### config.mk
export PLATFORM = sky130hd
export DESIGN_NAME = mem_port_sequencer
export DESIGN_NICKNAME = d
export VERILOG_FILES = /design/src/rtl/mem_pkg.sv /design/src/rtl/wait_timer.sv /design/src/rtl/mem_port_sequencer.sv
export SDC_FILE = /design/constraint.sdc
export NUM_CORES = 1
export LEC_CHECK = 0
export ABC_AREA = 0
export CAP_MARGIN = 0
export CELL_PAD_IN_SITES_DETAIL_PLACEMENT = 1
export CELL_PAD_IN_SITES_GLOBAL_PLACEMENT = 1
export CORE_MARGIN = 2
export CORE_UTILIZATION = 29
export CTS_CLUSTER_DIAMETER = 50
export DETAILED_ROUTE_END_ITERATION = 16
export GPL_TIMING_DRIVEN = 0
export PLACE_DENSITY = 0.78
export SYNTH_ARGS = -nofsm -noshare
export SYNTH_HDL_FRONTEND = slang
export SYNTH_SLANG_ARGS = --single-unit
### constraint.sdc
create_clock -name clk_no_inhibit -period 1.4 [get_ports clk_no_inhibit]
set_clock_uncertainty 0.05 [all_clocks]
set_input_delay 0.14 -clock clk_no_inhibit [delete_from_list [all_inputs] [get_ports clk_no_inhibit]]
set_output_delay 0.14 -clock clk_no_inhibit [all_outputs]
set_load 0.02 [all_outputs]
### src/rtl/mem_pkg.sv
// Shared definitions for the memory port sequencer: FSM state encodings
// and byte-enable patterns.
package mem_pkg;

    typedef enum logic [2:0] {
        ST_IDLE  = 3'd0,
        ST_XFER0 = 3'd1,
        ST_XFER1 = 3'd2,
        ST_DONE  = 3'd3,
        ST_ERR   = 3'd4
    } state_t;

    localparam logic [1:0] BE_NONE = 2'b00;
    localparam logic [1:0] BE_LO   = 2'b01;
    localparam logic [1:0] BE_HI   = 2'b10;
    localparam logic [1:0] BE_BOTH = 2'b11;

    // Byte enables for the first (or only) transfer of a request. An odd
    // address always starts on the high lane; a split word finishes on the
    // low lane of the next address.
    function automatic logic [1:0] be_first(input logic word, input logic odd);
        if (odd)
            return BE_HI;
        else if (word)
            return BE_BOTH;
        else
            return BE_LO;
    endfunction

endpackage

### src/rtl/wait_timer.sv
// Stall counter for a single memory transfer. Counts cycles while enabled and
// flags when the count has reached TIMEOUT; holds there until cleared.
module wait_timer #(
    parameter int TIMEOUT = 15,
    parameter int CNT_W   = 4
) (
    input  logic clk_no_inhibit,
    input  logic reset,
    input  logic clear,
    input  logic count_en,
    output logic hit
);

    localparam logic [CNT_W-1:0] TC = CNT_W'(TIMEOUT);

    logic [CNT_W-1:0] cnt;

    // Count stalled cycles; clear wins over counting, and the count never
    // advances past the terminal value.
    always_ff @(posedge clk_no_inhibit) begin
        if (reset || clear)
            cnt <= '0;
        else if (count_en && !hit)
            cnt <= cnt + CNT_W'(1);
    end

    assign hit = (cnt == TC);

endmodule

### src/rtl/mem_port_sequencer.sv
// Memory-side sequencer feeding bus_control. Accepts one load/store at a time,
// splits odd-address word accesses into two byte transfers and aborts a
// transfer that stalls for too long.
//
//  state    | meaning
//  ---------+-----------------------------------------------------------
//  ST_IDLE  | ready for a request; latches request fields on req_valid
//  ST_XFER0 | first (or only) transfer at addr_q, strobe held to mem_ready
//  ST_XFER1 | second half of a split word at addr_q+1, low lane
//  ST_DONE  | one-cycle done pulse
//  ST_ERR   | one-cycle bus_error pulse after a timeout
module mem_port_sequencer
    import mem_pkg::*;
#(
    parameter int ADDR_W  = 16,
    parameter int TIMEOUT = 15,
    parameter int CNT_W   = 4
) (
    input  logic              clk_no_inhibit,
    input  logic              reset,
    input  logic              req_valid,
    output logic              req_ready,
    input  logic [ADDR_W-1:0] req_addr,
    input  logic              req_write,
    input  logic              req_word,
    output logic [ADDR_W-1:0] mem_addr,
    output logic              mem_rd,
    output logic              mem_wr,
    output logic [1:0]        mem_be,
    input  logic              mem_ready,
    output logic              odd_address,
    output logic              word,
    output logic              second_half,
    output logic              done,
    output logic              bus_error
);

    state_t            state_q;
    state_t            state_d;
    logic [ADDR_W-1:0] addr_q;
    logic              write_q;
    logic              word_q;
    logic              in_xfer;
    logic              split;
    logic              timer_hit;

    assign in_xfer = (state_q == ST_XFER0) || (state_q == ST_XFER1);
    assign split   = word_q && addr_q[0];

    // The counter restarts whenever a transfer completes, so the XFER0->XFER1
    // hand-off gives the second half its own full timeout budget.
    wait_timer #(
        .TIMEOUT (TIMEOUT),
        .CNT_W   (CNT_W)
    ) u_wait_timer (
        .clk_no_inhibit (clk_no_inhibit),
        .reset          (reset),
        .clear          (!in_xfer || mem_ready),
        .count_en       (in_xfer && !mem_ready),
        .hit            (timer_hit)
    );

    // State register and request capture; fields are sampled only on accept.
    always_ff @(posedge clk_no_inhibit) begin
        if (reset) begin
            state_q <= ST_IDLE;
            addr_q  <= '0;
            write_q <= 1'b0;
            word_q  <= 1'b0;
        end else begin
            state_q <= state_d;
            if (state_q == ST_IDLE && req_valid) begin
                addr_q  <= req_addr;
                write_q <= req_write;
                word_q  <= req_word;
            end
        end
    end

    // Next-state logic; mem_ready takes priority over a simultaneous timeout.
    always_comb begin
        state_d = state_q;
        case (state_q)
            ST_IDLE:  if (req_valid) state_d = ST_XFER0;
            ST_XFER0: begin
                if (mem_ready)
                    state_d = split ? ST_XFER1 : ST_DONE;
                else if (timer_hit)
                    state_d = ST_ERR;
            end
            ST_XFER1: begin
                if (mem_ready)
                    state_d = ST_DONE;
                else if (timer_hit)
                    state_d = ST_ERR;
            end
            ST_DONE:  state_d = ST_IDLE;
            ST_ERR:   state_d = ST_IDLE;
            default:  state_d = ST_IDLE;
        endcase
    end

    // Output decode from registered state only.
    always_comb begin
        req_ready   = 1'b0;
        mem_addr    = '0;
        mem_rd      = 1'b0;
        mem_wr      = 1'b0;
        mem_be      = BE_NONE;
        odd_address = 1'b0;
        word        = 1'b0;
        second_half = 1'b0;
        done        = 1'b0;
        bus_error   = 1'b0;
        case (state_q)
            ST_IDLE: req_ready = 1'b1;
            ST_XFER0: begin
                mem_addr    = addr_q;
                mem_rd      = !write_q;
                mem_wr      = write_q;
                mem_be      = be_first(word_q, addr_q[0]);
                odd_address = addr_q[0];
                word        = word_q;
            end
            ST_XFER1: begin
                mem_addr    = addr_q + ADDR_W'(1);
                mem_rd      = !write_q;
                mem_wr      = write_q;
                mem_be      = BE_LO;
                odd_address = addr_q[0];
                word        = word_q;
                second_half = 1'b1;
            end
            ST_DONE: begin
                odd_address = addr_q[0];
                word        = word_q;
                done        = 1'b1;
            end
            ST_ERR:  bus_error = 1'b1;
            default: ;
        endcase
    end

endmodule

==> run metrics, run 1 <==
Worst-Skew Late Latency=approximately 0.29 ns; Worst Reg-to-Reg Cells=8; vias per inst=5.40; IO Pins=48; CP Capture Point=mem_addr[7]; Synth Area per Inst=7.09 um^2; Root Driver=clkbuf_8; most frequent cell after synthesis=nand2_1; sequential share of the synthesized area=0.340; max-slew violation count=0; reg2reg setup slack=-0.41 ns; Max VDD drop=0.550 mV; initial antenna violation count=0; DRC viols=0; hpwl dp=3540 um; Crit path largest cell delay=0.50 ns; Crit. End Element=primary output; utilization after layout=0.681; leakage power=1.29 nW; startpoint class of the critical path=flop; RR Endpoint=u_wait_timer.cnt[2]; Tightest Pin Transition=just over 0.7 ns; Max clock buf depth=2; number of antenna diodes=0; routability cong.=0.797; Crit path max-delay family=simple AND/OR/NAND/NOR gates; f_max=just under 0.5 GHz; Fin. Hold Viols=0; Tightest Hold Check Type=input port to flop; Final Hold Slack=between 0.3 and 0.4 ns; layout cells sized above 1=0.663; max_slew headroom=0.528; dpl cells=322; critical path class=flop to primary output; Syn. warnings=0; 1st-pass router iterations=4; Vias=1999; # H-tree levels=1; Critical Path Stages=6; worst r2r src=state_q[1]; buffer and inverter count on the worst path=2; number of synthesized flops with an enable pin=0; DR iter-0 viols=58; failing checks=setup timing; row count=25; crit-path cells=or3b_4 > buf_12 > a21oi_1 > o21ai_2 > o31ai_4 > buf_6; post-route minimum period=2.07 ns; Worst Hold Path Cells=3; Crit Path Max Fanout=7; Total Nets Final=328; Core Region=4820 um^2; FFs w/ async S/R, synth=0; initial core utilization=0.306; Routed WL=7720 um; die width=about 75 um; number of synthesized register bits=25; status=finished, violations left; TritonCTS clock tree=yes; CTS sink count=25; Max Cap Viol=0; Area contributors post-synth=dfxtp_1, nand2_1, a21oi_1; synth cell count leaders=nand2_1, dfxtp_1, a21oi_1; final worst path period share=1.48; Cell Area, Synth=about 1500 um^2; Die H=75.3 um; Post-DRT Antenna Nets=0; first-pass GRT wire length=just under 10000 um; syn_nets=232; Final Instance Area=3280 um^2; crit path from=state_q[0]; Filler cells=538; synth-to-layout area growth=123%; Synth top area share=0.340; Synth Flop Type=dfxtp_1; global router's overall resource usage=0.236; non-filler cells, final=370; die area=5670 um^2; TritonCTS Buffers=3; Placed Area=2320 um^2; Sum Neg Setup Slack=-18.56 ns; port bufs=between 40 and 50; Final Power=2.33 mW; worst setup margin=-0.669 ns; P per Cell Area=710 nW/um^2; hold-fix buffers at CTS=0; gr ovfl total=0; largest net degree at the start of global routing=15; WL/cell=20.9 um; Cell variety after synth=40; Setup-failing EPs final=51; CP Data Arrival Time=1.88 ns; critical path required time=1.21 ns; vias in the first global route=1959; Mapped Cells=208; clk slew on worst S/H paths=~0.10 ns; Post-Place Worst Slack=-0.846 ns; CP max-delay cell=or3b_4; Synth area leader=dfxtp_1; RSZ-0062 raised after global routing=true
[state kept, by name (all words and copies together) (netlist names)]
name,count
addr_q,16
word_q,1
u_wait_timer.cnt,4
state_q,3
write_q,1
[cell usage in the layout, fill, tap and decap left out, types with 4 or more instances in the layout]
master	n
buf_4	36
buf_6	33
nand2_1	21
clkdlybuf4s50_1	21
a21oi_2	16
nand2_2	15
nand2_4	12
dfxtp_4	12
dfxtp_1	12
o21ai_2	9
nor2_1	8
o21ai_4	6
a21oi_1	6
a31oi_4	6
nand3_1	5
clkbuf_8	4
and2_4	4
[area by class of cell]
| class | instances | area [um^2] | share of cell area |
|---|---|---|---|
| tap | 67 | 83.8 | 0.0256 |
| inverter | 5 | 27.5 | 0.00839 |
| sequential | 25 | 547 | 0.167 |
| clock inverter | 1 | 5.00 | 0.00153 |
| timing repair buffer | 93 | 938 | 0.286 |
| multi-input combinational | 164 | 1460 | 0.446 |
| buffer | 12 | 175 | 0.0534 |
| clock buffer | 3 | 41.3 | 0.0126 |
[worst min-delay path by stage]
stage                 start    endpoint  slack (ns)
2_1_floorplan   req_addr[0]   addr_q[0]        0.22
3_3_place_gp        write_q     write_q        0.41
3_5_place_dp        write_q     write_q        0.42
4_1_cts         req_addr[4]   addr_q[4]        0.35
5_1_grt        req_addr[12]  addr_q[12]        0.37
6_report        req_addr[2]   addr_q[2]        0.35
[power breakdown]
group	leakage, nW	total, mW	switching, mW	internal [mW]
clock network	0.0255	0.472	0.271	0.201
registers	0.213	0.828	0.0756	0.752
logic	1.05	1.03	0.501	0.530
total	1.29	2.33	0.848	1.48
[logic make-up (layout without fill, tap and decap cells)]
family,Yosys count,count (layout),share of synthesized area
xor gates and xnor gates,4,4,0.0238
AOI/OAI and AO/OA,59,59,0.227
muxes,2,2,0.0136
and+or+nand+nor,97,97,0.317
DFF,25,25,0.340
buffers and inverters,19,114,0.0620
adders and majority gates,2,2,0.0170
[worst register-to-register path, delay by kind of cell (launching register included)]
kind / cells / cell delay [ns]
buf+inv: 4 / 0.44
flops: 1 / 0.35
simple gates: 4 / 0.90
[per-layer routing]
metal,wire (um),vias to the layer above,global-route usage
li1,-,930,-
met1,3040,983,0.271
met2,4130,63,0.432
met3,254,23,0.0265
met4,301,0,0.115
met5,0,-,0
[what timing repair did]
item / 4_1_cts / 5_1_grt
endpoints found under the setup margin: 42 / 51
pin swaps: 30 / 25
resized for setup: 238 / 62
cloned: 3 / 0
setup buffers: 24 / 20
(Power assumes the default switching activity.)
==> run 2: changes to the inputs <==
--- a/config.mk
+++ b/config.mk
@@ -18,3 +18,4 @@
 export SYNTH_ARGS = -nofsm -noshare
 export SYNTH_HDL_FRONTEND = slang
 export SYNTH_SLANG_ARGS = --single-unit
+export TNS_END_PERCENT = 100
==> results of run 2 <==
Final layout, timing and power as in run 1 (identical DEF).
==> run 3: changes to the inputs <==
--- a/config.mk
+++ b/config.mk
@@ -12,9 +12,11 @@
 export CORE_MARGIN = 2
 export CORE_UTILIZATION = 29
 export CTS_CLUSTER_DIAMETER = 50
+export CTS_CLUSTER_SIZE = 25
 export DETAILED_ROUTE_END_ITERATION = 16
 export GPL_TIMING_DRIVEN = 0
 export PLACE_DENSITY = 0.78
+export SKIP_CTS_REPAIR_TIMING = 1
 export SYNTH_ARGS = -nofsm -noshare
 export SYNTH_HDL_FRONTEND = slang
 export SYNTH_SLANG_ARGS = --single-unit
==> run 3 against run 2 <==
  * The run still ends with setup timing left
  * Global-route usage fell by 5.8 points
  * Register-to-register slack improved by 0.13 ns
  * Worst hold slack got worse by 0.0057 ns
  * Largest cell class unchanged
  * Largest power group is now sequential cells
==> run metrics, run 3 (synthesized netlist as in run 1, its figures left out) <==
Total Nets Final=310 (was 328); Setup-failing EPs final=48 (was 51); row count=25 (unchanged); Vias=1812 (was 1999); Crit path max-delay family=simple AND/OR/NAND/NOR gates (unchanged); 1st-pass router iterations=4 (unchanged); hpwl dp=3540 um (unchanged); initial core utilization=0.306 (unchanged); DRC viols=0 (unchanged); max_slew headroom=0.590 (was 0.528); buffer and inverter count on the worst path=3 (was 2); RR Endpoint=state_q[2] (was u_wait_timer.cnt[2]); CP dominant cell by count=buf_6; critical path required time=1.21 ns (about the same); status=finished, violations left (unchanged); Largest register FFs=16 (unchanged); gr ovfl total=0 (unchanged); startpoint class of the critical path=flop (unchanged); Crit. End Element=primary output (unchanged); TritonCTS clock tree=yes (unchanged); first-pass GRT wire length=7590 um (was 9870 um); # H-tree levels=1 (unchanged); final worst path period share=1.46 (was 1.48); IO Pins=48 (unchanged); Worst-Skew Late Latency=0.29 ns (about the same); crit-path cells=buf_6 > or3b_4 > clkbuf_16 > nor2_2 > o21ai_1 > o21ai_2 > buf_6 (was or3b_4 > buf_12 > a21oi_1 > o21ai_2 > o31ai_4 > buf_6); critical path class=flop to primary output (unchanged); Post-DRT Antenna Nets=0 (unchanged); failing checks=setup timing (unchanged); Max clock buf depth=2 (unchanged); CP max-delay cell=or3b_4 (unchanged); global router's overall resource usage=0.178 (was 0.236); Hold Crit Start=req_addr[5] (was req_addr[2]); Crit Path Max Fanout=7 (unchanged); post-route minimum period=2.05 ns (was 2.07 ns); Max Cap Viol=0 (unchanged); initial antenna violation count=0 (unchanged); port bufs=47 (unchanged); reg2reg setup slack=-0.28 ns (was -0.41 ns); largest net degree at the start of global routing=15 (unchanged); utilization after layout=0.610 (was 0.681); Worst Reg-to-Reg Cells=6 (was 8); Tightest Pin Transition=0.615 ns (was 0.707 ns); worst r2r src=state_q[1] (unchanged); CP Data Arrival Time=1.86 ns (was 1.88 ns); leakage power=1.10 nW (was 1.29 nW); f_max=0.488 GHz (was 0.483 GHz); routability cong.=0.797 (unchanged); die area=5670 um^2 (unchanged); number of antenna diodes=0 (unchanged); vias per inst=5.15 (was 5.40); Worst Hold End=addr_q[5] (was addr_q[2]); Die H=75.3 um (unchanged); most frequent cells in the layout=nand2_1, buf_6, buf_4, clkdlybuf4s50_1, a21oi_2 (was buf_4, buf_6, nand2_1, clkdlybuf4s50_1, a21oi_2); Tightest Hold Check Type=input port to flop (unchanged); vias in the first global route=1570 (was 1959); TritonCTS Buffers=3 (unchanged); RSZ-0062 raised after global routing=true (unchanged); die width=75.3 um (unchanged); Max VDD drop=0.433 mV (was 0.550 mV); most common cell after layout, fill and taps aside=nand2_1 (was buf_4); Crit path largest cell delay=0.48 ns (was 0.50 ns); Core Region=4820 um^2 (unchanged); Post-Place Worst Slack=-0.846 ns (unchanged); clk slew on worst S/H paths=0.10 ns (about the same); WL/cell=17.3 um (was 20.9 um); Routed WL=6100 um (was 7720 um); worst setup margin=-0.648 ns (was -0.669 ns); layout cells sized above 1=0.558 (was 0.663); Fin. Hold Viols=0 (unchanged); Worst Hold Path Cells=3 (unchanged); Largest Register=addr_q (unchanged); synth-to-layout area growth=99.3% (was 123%); Top Registers=addr_q x16, u_wait_timer.cnt x4, state_q x3 (unchanged); CTS sink count=25 (unchanged); Root Driver=clkbuf_8 (unchanged); P per Cell Area=714 nW/um^2 (was 710 nW/um^2); max-slew violation count=0 (unchanged); DR iter-0 viols=82 (was 58)
## run 3: worst max-delay path by stage
stage | from | endpoint | slack, ns | cells past startpoint
2_1_floorplan | state_q[1] | mem_addr[14] | -0.20 | 7
3_3_place_gp | addr_q[2] | mem_addr[13] | -0.82 | 6
3_5_place_dp | state_q[1] | mem_addr[11] | -0.85 | 8
4_1_cts | state_q[1] | mem_addr[11] | -1.17 | 8
5_1_grt | addr_q[1] | mem_addr[12] | -0.71 | 7
6_report | state_q[1] | mem_addr[2] | -0.65 | 7
## run 3: layer usage
layer / share of wire / GRT usage / vias to the layer above
met5: 0 / 0 / -
met1: 0.42 / 0.232 / 860
li1: - / - / 890
met4: 0.031 / 0.0799 / 0
met2: 0.51 / 0.296 / 47
met3: 0.035 / 0.0212 / 15
## run 3: worst min-delay path: stages
cell             delay, ns
clkdlybuf4s50_1       0.40
nand2_1               0.06
a21oi_1               0.05
## run 3: final cells by class
| class | count | area [um^2] |
|---|---|---|
| fillers | 565 | 1880 |
| multi-input cells | 165 | 1340 |
| repair buffers | 74 | 764 |
| flip-flops and latches | 25 | 533 |
| plain buffers | 12 | 138 |
| well taps | 67 | 83.8 |
| clock buffers | 3 | 41.3 |
| inverters | 5 | 33.8 |
| clock inverters | 1 | 5.00 |
## run 3: report_power, final
| part | internal [mW] | switching (mW) | total, mW |
|---|---|---|---|
| logic | 0.401 | 0.386 | 0.787 |
| registers | 0.757 | 0.0811 | 0.838 |
| clock network | 0.201 | 0.271 | 0.472 |
## run 3: stage by stage
step           area (um^2)  power [mW]  setup TNS [ns]  hold slack [ns]  instances
4_1_cts               2370        1.86          -25.35            0.343        326
5_1_grt               2940        2.18          -17.81            0.367        352
6_report              2940        2.10          -14.93            0.341        352
3_5_place_dp          2320        1.41          -16.68            0.420        322
3_3_place_gp          2320        1.39          -15.80            0.414        322
2_1_floorplan         1770        1.18           -2.87            0.218        208
